--- src/rtl/systolic_tile_ctrl.sv ---
// systolic_tile_ctrl
//
// Purpose:
//   Runs one tile pass of a weight-stationary systolic array. It loads the
//   weight tile, then streams the buffered A tile into the array with a
//   diagonal skew. It can feed the previous pass's partial sums into the
//   array's B inputs so that K-dimension tiles accumulate. The deskewed C rows
//   coming back from the array are captured into an internal partial-sum
//   buffer.
//
// Ports:
//   clk, rst_n    clock and synchronous active-low reset
//   start, acc    begin a pass (IDLE only); acc selects partial-sum feed into B
//   wt_in         weight tile, row-major, element (i,j) in slice i*N_SIZE+j
//   a_wr_*        write port of the A-row buffer (ignored while busy)
//   ps_rd_*       combinational read port of the partial-sum buffer
//   busy, done    pass status; done is a one-cycle pulse at the end of a pass
//   wt_en, valid_in, wt_flat, mat_a, mat_b   drive the array
//   mat_c         deskewed result rows from the array
module systolic_tile_ctrl #(
  parameter int DATAWIDTH = 8,
  parameter int N_SIZE    = 2,
  parameter int M_ROWS    = 4,
  parameter int CAP_DLY   = N_SIZE
) (
  input  logic                                clk,
  input  logic                                rst_n,
  input  logic                                start,
  input  logic                                acc,
  input  logic [N_SIZE*N_SIZE*DATAWIDTH-1:0]  wt_in,
  input  logic                                a_wr_en,
  input  logic [$clog2(M_ROWS)-1:0]           a_wr_row,
  input  logic [N_SIZE*DATAWIDTH-1:0]         a_wr_data,
  input  logic [$clog2(M_ROWS)-1:0]           ps_rd_row,
  output logic [N_SIZE*4*DATAWIDTH-1:0]       ps_rd_data,
  output logic                                busy,
  output logic                                done,
  output logic                                wt_en,
  output logic                                valid_in,
  output logic [N_SIZE*N_SIZE*DATAWIDTH-1:0]  wt_flat,
  output logic [N_SIZE*DATAWIDTH-1:0]         mat_a,
  output logic [N_SIZE*4*DATAWIDTH-1:0]       mat_b,
  input  logic [N_SIZE*4*DATAWIDTH-1:0]       mat_c
);

  localparam int PW          = 4 * DATAWIDTH;
  localparam int ROWW        = $clog2(M_ROWS);
  localparam int LAST_STREAM = M_ROWS + N_SIZE - 2;
  localparam int LAST_CAP    = M_ROWS - 1 + CAP_DLY;
  localparam int K_MAX       = (LAST_CAP > LAST_STREAM) ? LAST_CAP : LAST_STREAM;
  localparam int KW          = $clog2(K_MAX + 2);

  typedef enum logic [2:0] {
    ST_IDLE,
    ST_LOAD,
    ST_GAP,
    ST_STREAM,
    ST_DRAIN,
    ST_DONE
  } stateT;

  stateT                              r_state;
  logic [KW-1:0]                      r_k;
  logic                               r_acc;
  logic                               r_busy;
  logic                               r_done;
  logic                               r_wtEn;
  logic                               r_valid;
  logic [N_SIZE*N_SIZE*DATAWIDTH-1:0] r_wtFlat;
  logic [N_SIZE*DATAWIDTH-1:0]        r_matA;
  logic [N_SIZE*PW-1:0]               r_matB;

  logic [N_SIZE*DATAWIDTH-1:0]        r_aBuf  [M_ROWS];
  logic [N_SIZE*PW-1:0]               r_psBuf [M_ROWS];

  logic [KW-1:0]                      w_kNext;
  logic [N_SIZE*DATAWIDTH-1:0]        w_aNext;
  logic [N_SIZE*PW-1:0]               w_bNext;
  logic                               w_capEn;
  logic [ROWW-1:0]                    w_capRow;

  assign busy       = r_busy;
  assign done       = r_done;
  assign wt_en      = r_wtEn;
  assign valid_in   = r_valid;
  assign wt_flat    = r_wtFlat;
  assign mat_a      = r_matA;
  assign mat_b      = r_matB;
  assign ps_rd_data = r_psBuf[ps_rd_row];

  // Array inputs are registered, so the values for stream cycle k are built
  // one cycle early from the index of the next stream cycle. Lane i lags
  // lane 0 by i cycles (diagonal skew); lanes outside the tile read as zero.
  always_comb begin
    w_kNext = (r_state == ST_GAP) ? '0 : r_k + KW'(1);
    w_aNext = '0;
    for (int i = 0; i < N_SIZE; i++) begin
      if (int'(w_kNext) >= i && int'(w_kNext) - i < M_ROWS) begin
        w_aNext[i*DATAWIDTH +: DATAWIDTH] =
          r_aBuf[ROWW'(int'(w_kNext) - i)][i*DATAWIDTH +: DATAWIDTH];
      end
    end
    w_bNext = '0;
    if (r_acc && int'(w_kNext) < M_ROWS) begin
      w_bNext = r_psBuf[ROWW'(w_kNext)];
    end
  end

  // Output row r shows up on mat_c CAP_DLY cycles after stream cycle r, so
  // the capture row trails the stream counter. The counter keeps running in
  // DRAIN, which lets the tail rows be captured after streaming stops.
  always_comb begin
    w_capEn  = 1'b0;
    w_capRow = '0;
    if ((r_state == ST_STREAM || r_state == ST_DRAIN) &&
        int'(r_k) >= CAP_DLY && int'(r_k) - CAP_DLY < M_ROWS) begin
      w_capEn  = 1'b1;
      w_capRow = ROWW'(int'(r_k) - CAP_DLY);
    end
  end

  // A-row and partial-sum buffers. A rows are only writable in IDLE so the
  // tile cannot change under a running pass. ps[r] is read for B in cycle r
  // and overwritten no earlier than cycle r+1, so one buffer is enough.
  always_ff @(posedge clk) begin
    if (!rst_n) begin
      for (int r = 0; r < M_ROWS; r++) begin
        r_aBuf[r]  <= '0;
        r_psBuf[r] <= '0;
      end
    end else begin
      if (a_wr_en && r_state == ST_IDLE && int'(a_wr_row) < M_ROWS) begin
        r_aBuf[a_wr_row] <= a_wr_data;
      end
      if (w_capEn) begin
        r_psBuf[w_capRow] <= mat_c;
      end
    end
  end

  // Pass sequencer: IDLE -> LOAD -> GAP -> STREAM -> DRAIN -> DONE -> IDLE.
  // Every array-facing output is registered here. wt_flat doubles as the
  // weight latch and holds until the next accepted start.
  always_ff @(posedge clk) begin
    if (!rst_n) begin
      r_state  <= ST_IDLE;
      r_k      <= '0;
      r_acc    <= 1'b0;
      r_busy   <= 1'b0;
      r_done   <= 1'b0;
      r_wtEn   <= 1'b0;
      r_valid  <= 1'b0;
      r_wtFlat <= '0;
      r_matA   <= '0;
      r_matB   <= '0;
    end else begin
      case (r_state)
        ST_IDLE: begin
          if (start) begin
            r_acc    <= acc;
            r_wtFlat <= wt_in;
            r_wtEn   <= 1'b1;
            r_busy   <= 1'b1;
            r_state  <= ST_LOAD;
          end
        end
        ST_LOAD: begin
          r_wtEn  <= 1'b0;
          r_state <= ST_GAP;
        end
        ST_GAP: begin
          r_k     <= '0;
          r_valid <= 1'b1;
          r_matA  <= w_aNext;
          r_matB  <= w_bNext;
          r_state <= ST_STREAM;
        end
        ST_STREAM: begin
          r_k <= r_k + KW'(1);
          if (r_k == KW'(LAST_STREAM)) begin
            r_valid <= 1'b0;
            r_matA  <= '0;
            r_matB  <= '0;
            if (r_k == KW'(LAST_CAP)) begin
              r_done  <= 1'b1;
              r_state <= ST_DONE;
            end else begin
              r_state <= ST_DRAIN;
            end
          end else begin
            r_matA <= w_aNext;
            r_matB <= w_bNext;
          end
        end
        ST_DRAIN: begin
          r_k <= r_k + KW'(1);
          if (r_k == KW'(LAST_CAP)) begin
            r_done  <= 1'b1;
            r_state <= ST_DONE;
          end
        end
        ST_DONE: begin
          r_done  <= 1'b0;
          r_busy  <= 1'b0;
          r_state <= ST_IDLE;
        end
        default: begin
          r_state <= ST_IDLE;
        end
      endcase
    end
  end

endmodule
--- config.mk ---
export PLATFORM = sky130hd
export DESIGN_NAME = systolic_tile_ctrl
export DESIGN_NICKNAME = d
export VERILOG_FILES = /design/src/rtl/systolic_tile_ctrl.sv
export SDC_FILE = /design/constraint.sdc
export NUM_CORES = 1
export LEC_CHECK = 0
export BUFFER_PORTS_ARGS = -buffer_cell sky130_fd_sc_hd__buf_2
export CAP_MARGIN = 20
export CELL_PAD_IN_SITES_DETAIL_PLACEMENT = 0
export CELL_PAD_IN_SITES_GLOBAL_PLACEMENT = 1
export CORE_AREA = 4 4 213 215
export CTS_BUF_LIST = sky130_fd_sc_hd__clkbuf_4
export DETAILED_ROUTE_END_ITERATION = 8
export DIE_AREA = 0 0 217 219
export PLACE_DENSITY_LB_ADDON = 0.1
export SETUP_SLACK_MARGIN = 0.3
export SLEW_MARGIN = 20
export SYNTH_ARGS = -nofsm -noshare
export SYNTH_HDL_FRONTEND = slang
export SYNTH_SLANG_ARGS = --single-unit
export TNS_END_PERCENT = 50
--- constraint.sdc ---
create_clock -name clk -period 7.7 [get_ports clk]
set_input_delay 1.155 -clock clk [delete_from_list [all_inputs] [get_ports clk]]
set_output_delay 1.155 -clock clk [all_outputs]
set_load 0.01 [all_outputs]
==> results.toml <==
[finish]
finalCoreUtilization = 0.5537
nFillCells = 3901
area.growth.synth_to_final_pct = 17.18
fraction_of_layout_instances_using_a_drive_strength_above_1 = 0.2908
final_net_count = 2093

[pwr]
post-layout-total-power_mw = 5.567
cellPowerDensity_mw_per_mm2 = 229.9
power.ir.vdd_worst_mv = 0.1148
cellLeakagePower_nw = 9.635

[logic_synthesis]
synth_cell_types = 46
mappedNetlistNets = 1790
post_synth_instance_area_mm2 = 0.02067
synth_top_cells_by_area = "edfxtp_1, dfxtp_1, and2_1, mux4_2, mux2i_1"
yosys.cell_count.top_type = "and2_1"
synth-main-ff-cell = "edfxtp_1"
synth-edff-count = 320
synthesis_warning_total = 0
synth_sequential_area_ratio = 0.5841
netlist.top_cell.by_area = "edfxtp_1"
synth.avg_cell_area_um2 = 12.41
synthesis.instances = 1665
synth_common_cells = "and2_1, edfxtp_1, dfxtp_1"
ys_seq_elements = 443
synth_top_area_frac = 0.4649
synthArstFlopShare = 0

[detailed_routing]
postRouteAntennaNets = 0
number_of_drc_markers_in_iteration_0 = 1116
num_vias = 14900
dr.pass1.iters = 6
via_per_inst = 5.588
routed_wirelength_um = 59560
remaining_drc_errors = 0
wire_length_per_cell_um = 22.34

[worst_setup_path]
worst_path_largest_cell_delay_ns = 0.67
critPathKind = "primary input to output pin"
startpoint_type = "primary input"
worstPathCellList = "buf_4 > buf_4 > mux4_2 > buf_2"
crit_top_cell = "buf_4"
crit_fanout = 34
timing.reg2reg.setup_slack_ns = 3.85
timing.critical_path.to_type = "output pin"
cp_max_stage_cell = "buf_4"
worst_path_arrival_time_ns = 3.24
critical_path.top_delay_family = "buffers and inverters"
worst-path-buf-inv = 3
critPathRequiredTime_ns = 6.55

[floorplan]
die_footprint_mm2 = 0.04752
placementRows = 77
die_height_um = 219
core-area_mm2 = 0.04374
die_width_um = 217
top_level_ports = 301
floorplan.initialDensity = 0.4725

[cts]
cts-hold-fix-buffers = 0
cts_setup_buffers = 0
cts_made_buffers = 116
worst_skew_pair.late_latency_ns = 0.84
h-tree-depth = 3
tritoncts = "done"
cts.repair.resized = 0
cts_buffer_depth = 3
tritoncts_num_sinks = 443
cts-root-buf = "clkbuf_4"
worst_setup_hold_path_clk_slew_ns = 0.07

[grt]
overflow = 0
global_route.usage.total = 0.2474
number_of_antenna_violations_at_the_first_check_in_global_routing = 10
vias_in_the_first_global_route = 15270
grt_pass1_wl_um = 90150
grt_start_max_net_pins = 78

[placed_design]
place_hpwl_um = 34440
dpl_worst_slack_ns = 3.232
numPortBuffers = 300
routabilityCongestion = 0.8061

[sta]
post_route_worst_setup_slack_ns = 3.310
grt_setup_unrepaired = "false"
fin_crit_ns = 4.390
final-hold-violation-count = 0
finalSetupViolations = 0
worst_slew_margin_rel = 0.2923
fin_crit_sh = 0.5701
worst_slew_pin_slew_ns = 1.061
fin_worst_hold_slack_ns = 0.4515
clock-skew-final_ns = 0.04511
clock.fmax_mhz = 227.8
timing.setup.tns_ns = 0
final-max-slew-violation-count = 0

[status]
status = "completed"

[min_path]
worst_hold_path_type = "flop to flop"

[flow_run]
max_cap_viol_count = 0
==> cell families (layout without fill, tap and decap cells) <==
family | after synthesis | in the layout | synth area share
adders and majority gates | 4 | 4 | 0.002422
and+or+nand+nor | 623 | 623 | 0.1663
buffers and inverters | 147 | 549 | 0.03021
DFF | 443 | 443 | 0.5841
xor gates and xnor gates | 3 | 3 | 0.001272
AOI/OAI and AO/OA | 301 | 301 | 0.1072
muxes | 144 | 144 | 0.1085
other | 0 | 7 | 0
==> worst register-to-register path, cell delays in order (launching register included) <==
cell      delay, ns
dfxtp_1        0.45
inv_1          0.19
ha_4           0.58
buf_4          0.83
buf_4          0.83
mux2i_1        0.21
a221oi_1       0.51
a22o_1         0.19
==> per-layer routing <==
| layer | global-route usage | routed length, um | vias up |
|---|---|---|---|
| li1 | - | - | 6893 |
| met1 | 0.3306 | 25060 | 7300 |
| met2 | 0.3956 | 28190 | 603 |
| met3 | 0.06356 | 4993 | 89 |
| met4 | 0.08734 | 1246 | 12 |
| met5 | 0 | 76 | - |
==> stage by stage <==
step | area (um^2) | instances
6_report | 24220 | 2666
5_1_grt | 24210 | 2663
4_1_cts | 24080 | 2655
3_5_place_dp | 22610 | 2438
3_3_place_gp | 22580 | 2437
2_1_floorplan | 20670 | 1665
==> registers in the layout (all words and copies together), names as in the netlist <==
| register | cells |
|---|---|
| mat_a | 16 |
| mat_b | 64 |
| wt_en | 1 |
| done | 1 |
| r_psBuf | 256 |
| r_state | 3 |
| r_k | 3 |
| r_aBuf | 64 |
| valid_in | 1 |
| busy | 1 |
| wt_flat | 32 |
| r_acc | 1 |
==> placed cells by master, fill, tap and decap left out, types with 7 or more instances in the layout <==
| cell | netlist | final |
|---|---|---|
| o21ai_0 | 23 | 20 |
| a22o_1 | 72 | 72 |
| a21oi_1 | 44 | 44 |
| a211oi_1 | 12 | 12 |
| edfxtp_1 | 320 | 320 |
| nor2_1 | 112 | 108 |
| mux4_2 | 64 | 64 |
| o22ai_1 | 65 | 65 |
| clkinv_1 | 1 | 34 |
| nor3_1 | 16 | 16 |
| nand2_1 | 79 | 78 |
| diode_2 | 0 | 7 |
| buf_4 | 0 | 22 |
| a32o_1 | 8 | 8 |
| buf_2 | 58 | 299 |
| nand2b_1 | 72 | 69 |
| and2_1 | 321 | 320 |
| dfxtp_1 | 123 | 122 |
| a221oi_1 | 64 | 64 |
| mux2i_1 | 80 | 80 |
| clkbuf_4 | 0 | 174 |
==> worst paths after layout <==
kind,startpoint,endpoint,depth (start not counted)
worst max-delay path,ps_rd_row[1],ps_rd_data[50],4
worst min-delay path,wt_flat[23],wt_flat[23],2
worst max register to register,r_k[1],mat_b[30],7
worst min register to register,wt_flat[23],wt_flat[23],2
==> area by class of cell <==
type                       count  area, um^2  share of cell area
antenna                        7       17.52           0.0007233
tap                          592       740.7             0.03059
clock buffer                 174        1306             0.05394
timing repair buffer         326        1784             0.07368
inverter                       6       22.52           0.0009300
multi-input combinational   1075        8104              0.3346
sequential                   443       12080              0.4986
clock inverter                43       166.4            0.006872
==> where the power goes <==
group | internal, mW | leakage, nW | switching (mW)
Combinational | 0.329 | 4.43 | 0.511
Clock | 1.03 | 0.893 | 0.980
Sequential | 2.65 | 4.31 | 0.0640
No activity file was read; power rests on OpenSTA's default activity.
